[src/rtl/mem_wb.sv]
// MEM/WB pipeline register: one stage slot carrying the GPR, HI/LO and LLbit
// write requests into write-back, plus a retired-instruction counter.
module mem_wb (
   input  logic        clk,
   input  logic        rst,
   input  logic [4:0]  mem_waddr,
   input  logic        mem_we,
   input  logic [31:0] mem_wdata,
   input  logic        mem_whilo,
   input  logic [31:0] mem_hi,
   input  logic [31:0] mem_lo,
   input  logic        mem_LLbit_we,
   input  logic        mem_LLbit_value,
   input  logic        mem_valid,
   input  logic [5:0]  stall,
   input  logic        flush,
   output logic [4:0]  wb_waddr,
   output logic        wb_we,
   output logic [31:0] wb_wdata,
   output logic        wb_whilo,
   output logic [31:0] wb_hi,
   output logic [31:0] wb_lo,
   output logic        wb_LLbit_we,
   output logic        wb_LLbit_value,
   output logic        wb_valid,
   output logic [31:0] retire_cnt
);

   logic [4:0]  wb_waddr_q, wb_waddr_d;
   logic        wb_we_q, wb_we_d;
   logic [31:0] wb_wdata_q, wb_wdata_d;
   logic        wb_whilo_q, wb_whilo_d;
   logic [31:0] wb_hi_q, wb_hi_d;
   logic [31:0] wb_lo_q, wb_lo_d;
   logic        wb_LLbit_we_q, wb_LLbit_we_d;
   logic        wb_LLbit_value_q, wb_LLbit_value_d;
   logic        wb_valid_q, wb_valid_d;
   logic [31:0] retire_cnt_q, retire_cnt_d;

   logic        load_bubble;
   logic        advance;
   logic        retire;
   logic        unused_stall_bits;

   assign unused_stall_bits = ^stall[3:0];

   // Flush outranks everything; a stalled memory stage with a moving
   // write-back stage must leave a bubble behind.
   assign load_bubble = flush || (stall[4] && !stall[5]);
   assign advance     = !stall[4];
   assign retire      = wb_valid_q && !stall[5];

   always_comb begin
      wb_waddr_d       = wb_waddr_q;
      wb_we_d          = wb_we_q;
      wb_wdata_d       = wb_wdata_q;
      wb_whilo_d       = wb_whilo_q;
      wb_hi_d          = wb_hi_q;
      wb_lo_d          = wb_lo_q;
      wb_LLbit_we_d    = wb_LLbit_we_q;
      wb_LLbit_value_d = wb_LLbit_value_q;
      wb_valid_d       = wb_valid_q;
      if (load_bubble) begin
         wb_waddr_d       = 5'd0;
         wb_we_d          = 1'b0;
         wb_wdata_d       = 32'd0;
         wb_whilo_d       = 1'b0;
         wb_hi_d          = 32'd0;
         wb_lo_d          = 32'd0;
         wb_LLbit_we_d    = 1'b0;
         wb_LLbit_value_d = 1'b0;
         wb_valid_d       = 1'b0;
      end else if (advance) begin
         wb_waddr_d       = mem_waddr;
         wb_we_d          = mem_we;
         wb_wdata_d       = mem_wdata;
         wb_whilo_d       = mem_whilo;
         wb_hi_d          = mem_hi;
         wb_lo_d          = mem_lo;
         wb_LLbit_we_d    = mem_LLbit_we;
         wb_LLbit_value_d = mem_LLbit_value;
         wb_valid_d       = mem_valid;
      end
   end

   // The retiring slot counts even on a flush edge; only the incoming one dies.
   always_comb begin
      retire_cnt_d = retire_cnt_q + {31'd0, retire};
   end

   always_ff @(posedge clk or negedge rst) begin
      if (!rst) begin
         wb_waddr_q       <= 5'd0;
         wb_we_q          <= 1'b0;
         wb_wdata_q       <= 32'd0;
         wb_whilo_q       <= 1'b0;
         wb_hi_q          <= 32'd0;
         wb_lo_q          <= 32'd0;
         wb_LLbit_we_q    <= 1'b0;
         wb_LLbit_value_q <= 1'b0;
         wb_valid_q       <= 1'b0;
         retire_cnt_q     <= 32'd0;
      end else begin
         wb_waddr_q       <= wb_waddr_d;
         wb_we_q          <= wb_we_d;
         wb_wdata_q       <= wb_wdata_d;
         wb_whilo_q       <= wb_whilo_d;
         wb_hi_q          <= wb_hi_d;
         wb_lo_q          <= wb_lo_d;
         wb_LLbit_we_q    <= wb_LLbit_we_d;
         wb_LLbit_value_q <= wb_LLbit_value_d;
         wb_valid_q       <= wb_valid_d;
         retire_cnt_q     <= retire_cnt_d;
      end
   end

   assign wb_waddr       = wb_waddr_q;
   assign wb_we          = wb_we_q;
   assign wb_wdata       = wb_wdata_q;
   assign wb_whilo       = wb_whilo_q;
   assign wb_hi          = wb_hi_q;
   assign wb_lo          = wb_lo_q;
   assign wb_LLbit_we    = wb_LLbit_we_q;
   assign wb_LLbit_value = wb_LLbit_value_q;
   assign wb_valid       = wb_valid_q;
   assign retire_cnt     = retire_cnt_q;

endmodule
[config.mk]
export PLATFORM = sky130hd
export DESIGN_NAME = mem_wb
export DESIGN_NICKNAME = d
export VERILOG_FILES = /design/src/rtl/mem_wb.sv
export SDC_FILE = /design/constraint.sdc
export NUM_CORES = 1
export LEC_CHECK = 0
export ABC_CLOCK_PERIOD_IN_PS = 4110
export CELL_PAD_IN_SITES_DETAIL_PLACEMENT = 0
export CELL_PAD_IN_SITES_GLOBAL_PLACEMENT = 1
export CORE_UTILIZATION = 33
export DETAILED_ROUTE_END_ITERATION = 8
export GPL_ROUTABILITY_DRIVEN = 0
export GPL_TIMING_DRIVEN = 1
export PLACE_DENSITY = 0.91
export SLEW_MARGIN = 20
export SYNTH_ARGS = -nofsm -noshare
export SYNTH_HDL_FRONTEND = slang
export SYNTH_SLANG_ARGS = --single-unit
[constraint.sdc]
create_clock -name clk -period 4.11 [get_ports clk]
set_clock_uncertainty 0.15 [all_clocks]
set_input_delay 0.822 -clock clk [delete_from_list [all_inputs] [get_ports clk]]
set_output_delay 0.822 -clock clk [all_outputs]
set_load 0.05 [all_outputs]
* After elaboration in Yosys (flattened, before gate mapping)
Index checks and enable logic that the tools add are counted.
Storage, ports and cells: register bits 138, input port bits 115, output and inout bits 138, logic and storage cells 34
Operators by class: add/sub/neg operators 1, equality and inequality tests 1, mux-type cells 18, reduce and logical (&&, ||, !) cells 4
Operators by type and width (count):
- $mux 32 | 6
- $add 32x1->32 | 1
- $mux 1 | 10
- $mux 5 | 2
- $logic_and 1x1->1 | 2
- $ne 2x1->1 const B | 1
- $logic_not 1->1 | 1
- $logic_or 1x1->1 | 1

* Depth between registers and ports, before layout
word-level depth 4, depth in mapped cells 7

* Worst setup path before layout
Ideal clock, no wire load.
path kind input-to-reg, start point in stall[5], end point reg retire_cnt_q[24] (netlist: retire_cnt[24]), library setup time 0.142 ns, arrival time 2.229 ns, required time 3.818 ns, slack 1.589 ns, stages 7, path through nor2b_1 > ha_1 > ha_1 > nand2_1 > nor3_1 > nand4_1 > xnor2_1
On the way: cells in the longest elaborated chain, start to end 3
Ends and longest elaborated chain:
- start, declared | RTL line 15 | input logic [5:0] stall,
- $logic_not 1->1 | RTL line 51 | assign retire = wb_valid_q && !stall[5];
- $logic_and 1x1->1 | RTL line 51
- $add 32x1->32 | RTL line 88 | retire_cnt_d = retire_cnt_q + {31'd0, retire};
- named net retire_cnt_d[24] | RTL line 38 | logic [31:0] retire_cnt_q, retire_cnt_d;
- end signal, assigned | RTL line 113 | retire_cnt_q <= retire_cnt_d;
- end, declared | RTL line 38
The timed path passes the listed nets, and every way through them passes these cells. A chain may end at the register's enable or synchronous reset.

* Final worst setup path
start point in stall[5], end point reg retire_cnt_q[30] (netlist: retire_cnt[30])
The elaborated chain is that of the path after synthesis.

==> flow_summary.yaml <==
outcome:
  status: "completed"
detailed_routing:
  vias: 4175
  via_per_inst: 4.93
  firstDrtPassIters: 4
  drc: 0
  ant_nets: 0
  wl_mm: 14.2
  wl_per_cell_um: 16.8
  drt_iter0_drc: 211
final_layout:
  multi_input_area_um2: 1630
  fillers: 1250
  diodes: 0
  regArea_um2: 3450
  syn_to_final_growth_pct: 65.9
  final_nets: 740
  final_cell_area_um2: 8560
  drive_gt1_frac: 0.0724
clock_tree:
  cts.sinks: 138
  htreeDepth: 4
  clk_latency_ns: 0.42
  clk_path_buf_depth: 2
  clk_pin_slew_worst_paths_ns: 0.06
  numCtsBuffers: 17
  post_cts_buffers: 0
  clock_tree.root_cell: "clkbuf_16"
  cts_tree: "done"
  hold_buffers: 0
  cts_resized: 0
placement:
  dpl_cell_area_um2: 7890
  place_hpwl_mm: 9.79
  port_buffers: 248
timing:
  setup_tns_ns: 0
  tightest_slew_ns: 0.706
  slew_violations: 0
  final.min_clock_period_ns: 2.76
  hold_viol: 0
  max_freq_ghz: 0.362
  rsz0062_at_grt: "false"
  min_period_over_period: 0.671
  setup_viol: 0
  slew_headroom: 0.529
yosys:
  synth.area.top_cells: "dfrtp_1 67%, a22o_1 18%, xnor2_1 3.4%, xor2_1 1.7%, clkbuf_1 1.7%"
  yosysWarnings: 0
  synth_top_family_by_area: "compound AO/OA/AOI/OAI gates"
  yosysUniqueCellTypes: 22
  avgSynthCellArea_um2: 13.9
  synth_fa_ha_area_frac: 0.00727
  synth_compound_area_frac: 0.180
  synth_area_um2: 5160
  synthXorXnorAreaFrac: 0.0509
  yosys_register_bits: 138
  synth_area_leader_cell: "dfrtp_1"
  synth_simple_gate_area_frac: 0.0754
  synthCells: 370
  syn_nets: 488
  yosys-mux-area-fraction: 0
  seq_area_frac_synth: 0.669
  synth_top_area_frac: 0.669
floorplanning:
  die_area_um2: 16100
  core_area_um2: 15300
  die_h_um: 127
  die_width_um: 127
  io_pins: 253
  row_count: 45
  start_util: 0.338
setup_path:
  r2r_cells: 7
  cp-end-kind: "register"
  worstPathMaxFanout: 4
  start_kind: "input port"
  cpPeakStageDelay_ns: 0.44
  cp_num_buf_inv: 1
  rrSetupSlack_ns: 1.82
  path_common_cell: "ha_1"
  r2r-start: "wb_valid"
  path_cells: "clkdlybuf4s50_1 -> nor2b_1 -> ha_1 -> ha_1 -> nand2_1 -> or3_4 -> nor4_1 -> xor2_1"
  cpMaxStageDelayCell: "clkdlybuf4s50_1"
  critPathTopFamily: "simple AND/OR/NAND/NOR gates"
  crit_required_ns: 4.30
  crit_type: "input port to register"
  rr_endpoint: "retire_cnt[30]"
  cp.arrival_ns: 2.95
power:
  max-vdd-ir-drop_v: 0.000263
  leakage_nw: 3.81
  p_per_area_nw_per_um2: 439
global_routing:
  grt_use_total: 0.181
  gr-total-overflow: 0
  grt_pass1_wl_mm: 22.5
  antenna_found_initial: 0
  grt_pass1_vias: 4213
  grt_max_degree: 111
flow_run:
  drv_cap: 0
min_path:
  hold_path.class: "input port to async pin"
-- worst register-to-register path, cell delays in order, from the launching register on --
cell	delay, ns
dfrtp_1	0.36
nor2b_1	0.26
ha_1	0.22
ha_1	0.20
nand2_1	0.11
or3_4	0.38
nor4_1	0.37
xor2_1	0.17
-- cells in the mapped netlist, drive strengths merged --
cell and number:
dfrtp 138, a22o 106, clkbuf 23, xnor2 20, nand3 13, nand2 11
nand4 10, xor2 10, and3 7, and2 6, nor2 5, nor3 5
nor4 5, and4 3, ha 3, or3 2, inv 1, nor2b 1
or2 1
-- area by class of cell --
| type | instances | area share |
|---|---|---|
| well taps | 211 | 0.0308 |
| repair buffers | 256 | 0.299 |
| clock buffers | 20 | 0.0533 |
| multi-input cells | 208 | 0.191 |
| flip-flops and latches | 138 | 0.403 |
| clock inverters | 12 | 0.0219 |
| inverters | 1 | 0.000438 |
-- flip-flops by register name (all words and copies together) (netlist names) --
| register | count |
|---|---|
| wb_LLbit_we | 1 |
| wb_wdata | 32 |
| wb_hi | 32 |
| wb_whilo | 1 |
| wb_lo | 32 |
| wb_we | 1 |
| wb_waddr | 5 |
| retire_cnt | 32 |
| wb_valid | 1 |
| wb_LLbit_value | 1 |
-- layout by cell type, fill, tap and decap left out, types with 6 or more instances in the layout --
| cell | count |
|---|---|
| a22o_1 | 106 |
| and2_1 | 6 |
| and3_1 | 7 |
| buf_4 | 7 |
| clkbuf_16 | 17 |
| clkdlybuf4s50_1 | 247 |
| dfrtp_1 | 138 |
| nand2_1 | 11 |
| nand3_1 | 13 |
| nand4_1 | 9 |
| xnor2_1 | 20 |
| xor2_1 | 10 |
-- worst max-delay path by stage --
stage	start	end	depth (start not counted)
2_1_floorplan	stall[5]	retire_cnt[24]	7
3_3_place_gp	stall[5]	retire_cnt[28]	8
3_5_place_dp	stall[5]	retire_cnt[30]	8
4_1_cts	stall[5]	retire_cnt[30]	8
5_1_grt	stall[5]	retire_cnt[26]	8
6_report	stall[5]	retire_cnt[30]	8
-- layer usage --
metal | GRT usage | routed length (µm) | vias to the layer above | part of all wire
li1 | - | - | 1897 | -
met5 | 0 | 0 | - | 0
met3 | 0.0670 | 1140 | 23 | 0.080
met4 | 0.0854 | 357 | 0 | 0.025
met1 | 0.229 | 5900 | 2056 | 0.41
met2 | 0.276 | 6830 | 199 | 0.48
-- kinds of logic (layout without fill, tap and decap cells) --
group / Yosys count / after routing
buf+inv: 24 / 289
fa+ha+maj: 3 / 3
flops: 138 / 138
compound gates: 106 / 106
simple gates: 69 / 69
xor+xnor: 30 / 30
-- power by group --
part           internal [mW]  switching, mW  total (mW)
clock network           1.06          0.601        1.66
logic                  0.252          0.371       0.622
registers               1.43         0.0555        1.48
total                   2.74           1.03        3.76
-- per-stage QoR --
step	hold slack (ns)	setup slack (ns)	cells	utilization	total power, mW
finish	0.194	1.35	846	0.561	3.76
CTS	0.337	1.29	845	0.559	3.80
detailed placement	0.320	0.832	813	0.517	2.13
global route	0.215	1.20	846	0.561	3.91
floorplan	0.376	1.59	370	-	1.82
global placement	0.321	0.937	813	0.517	2.12
Power figures use the tool's default switching activity.
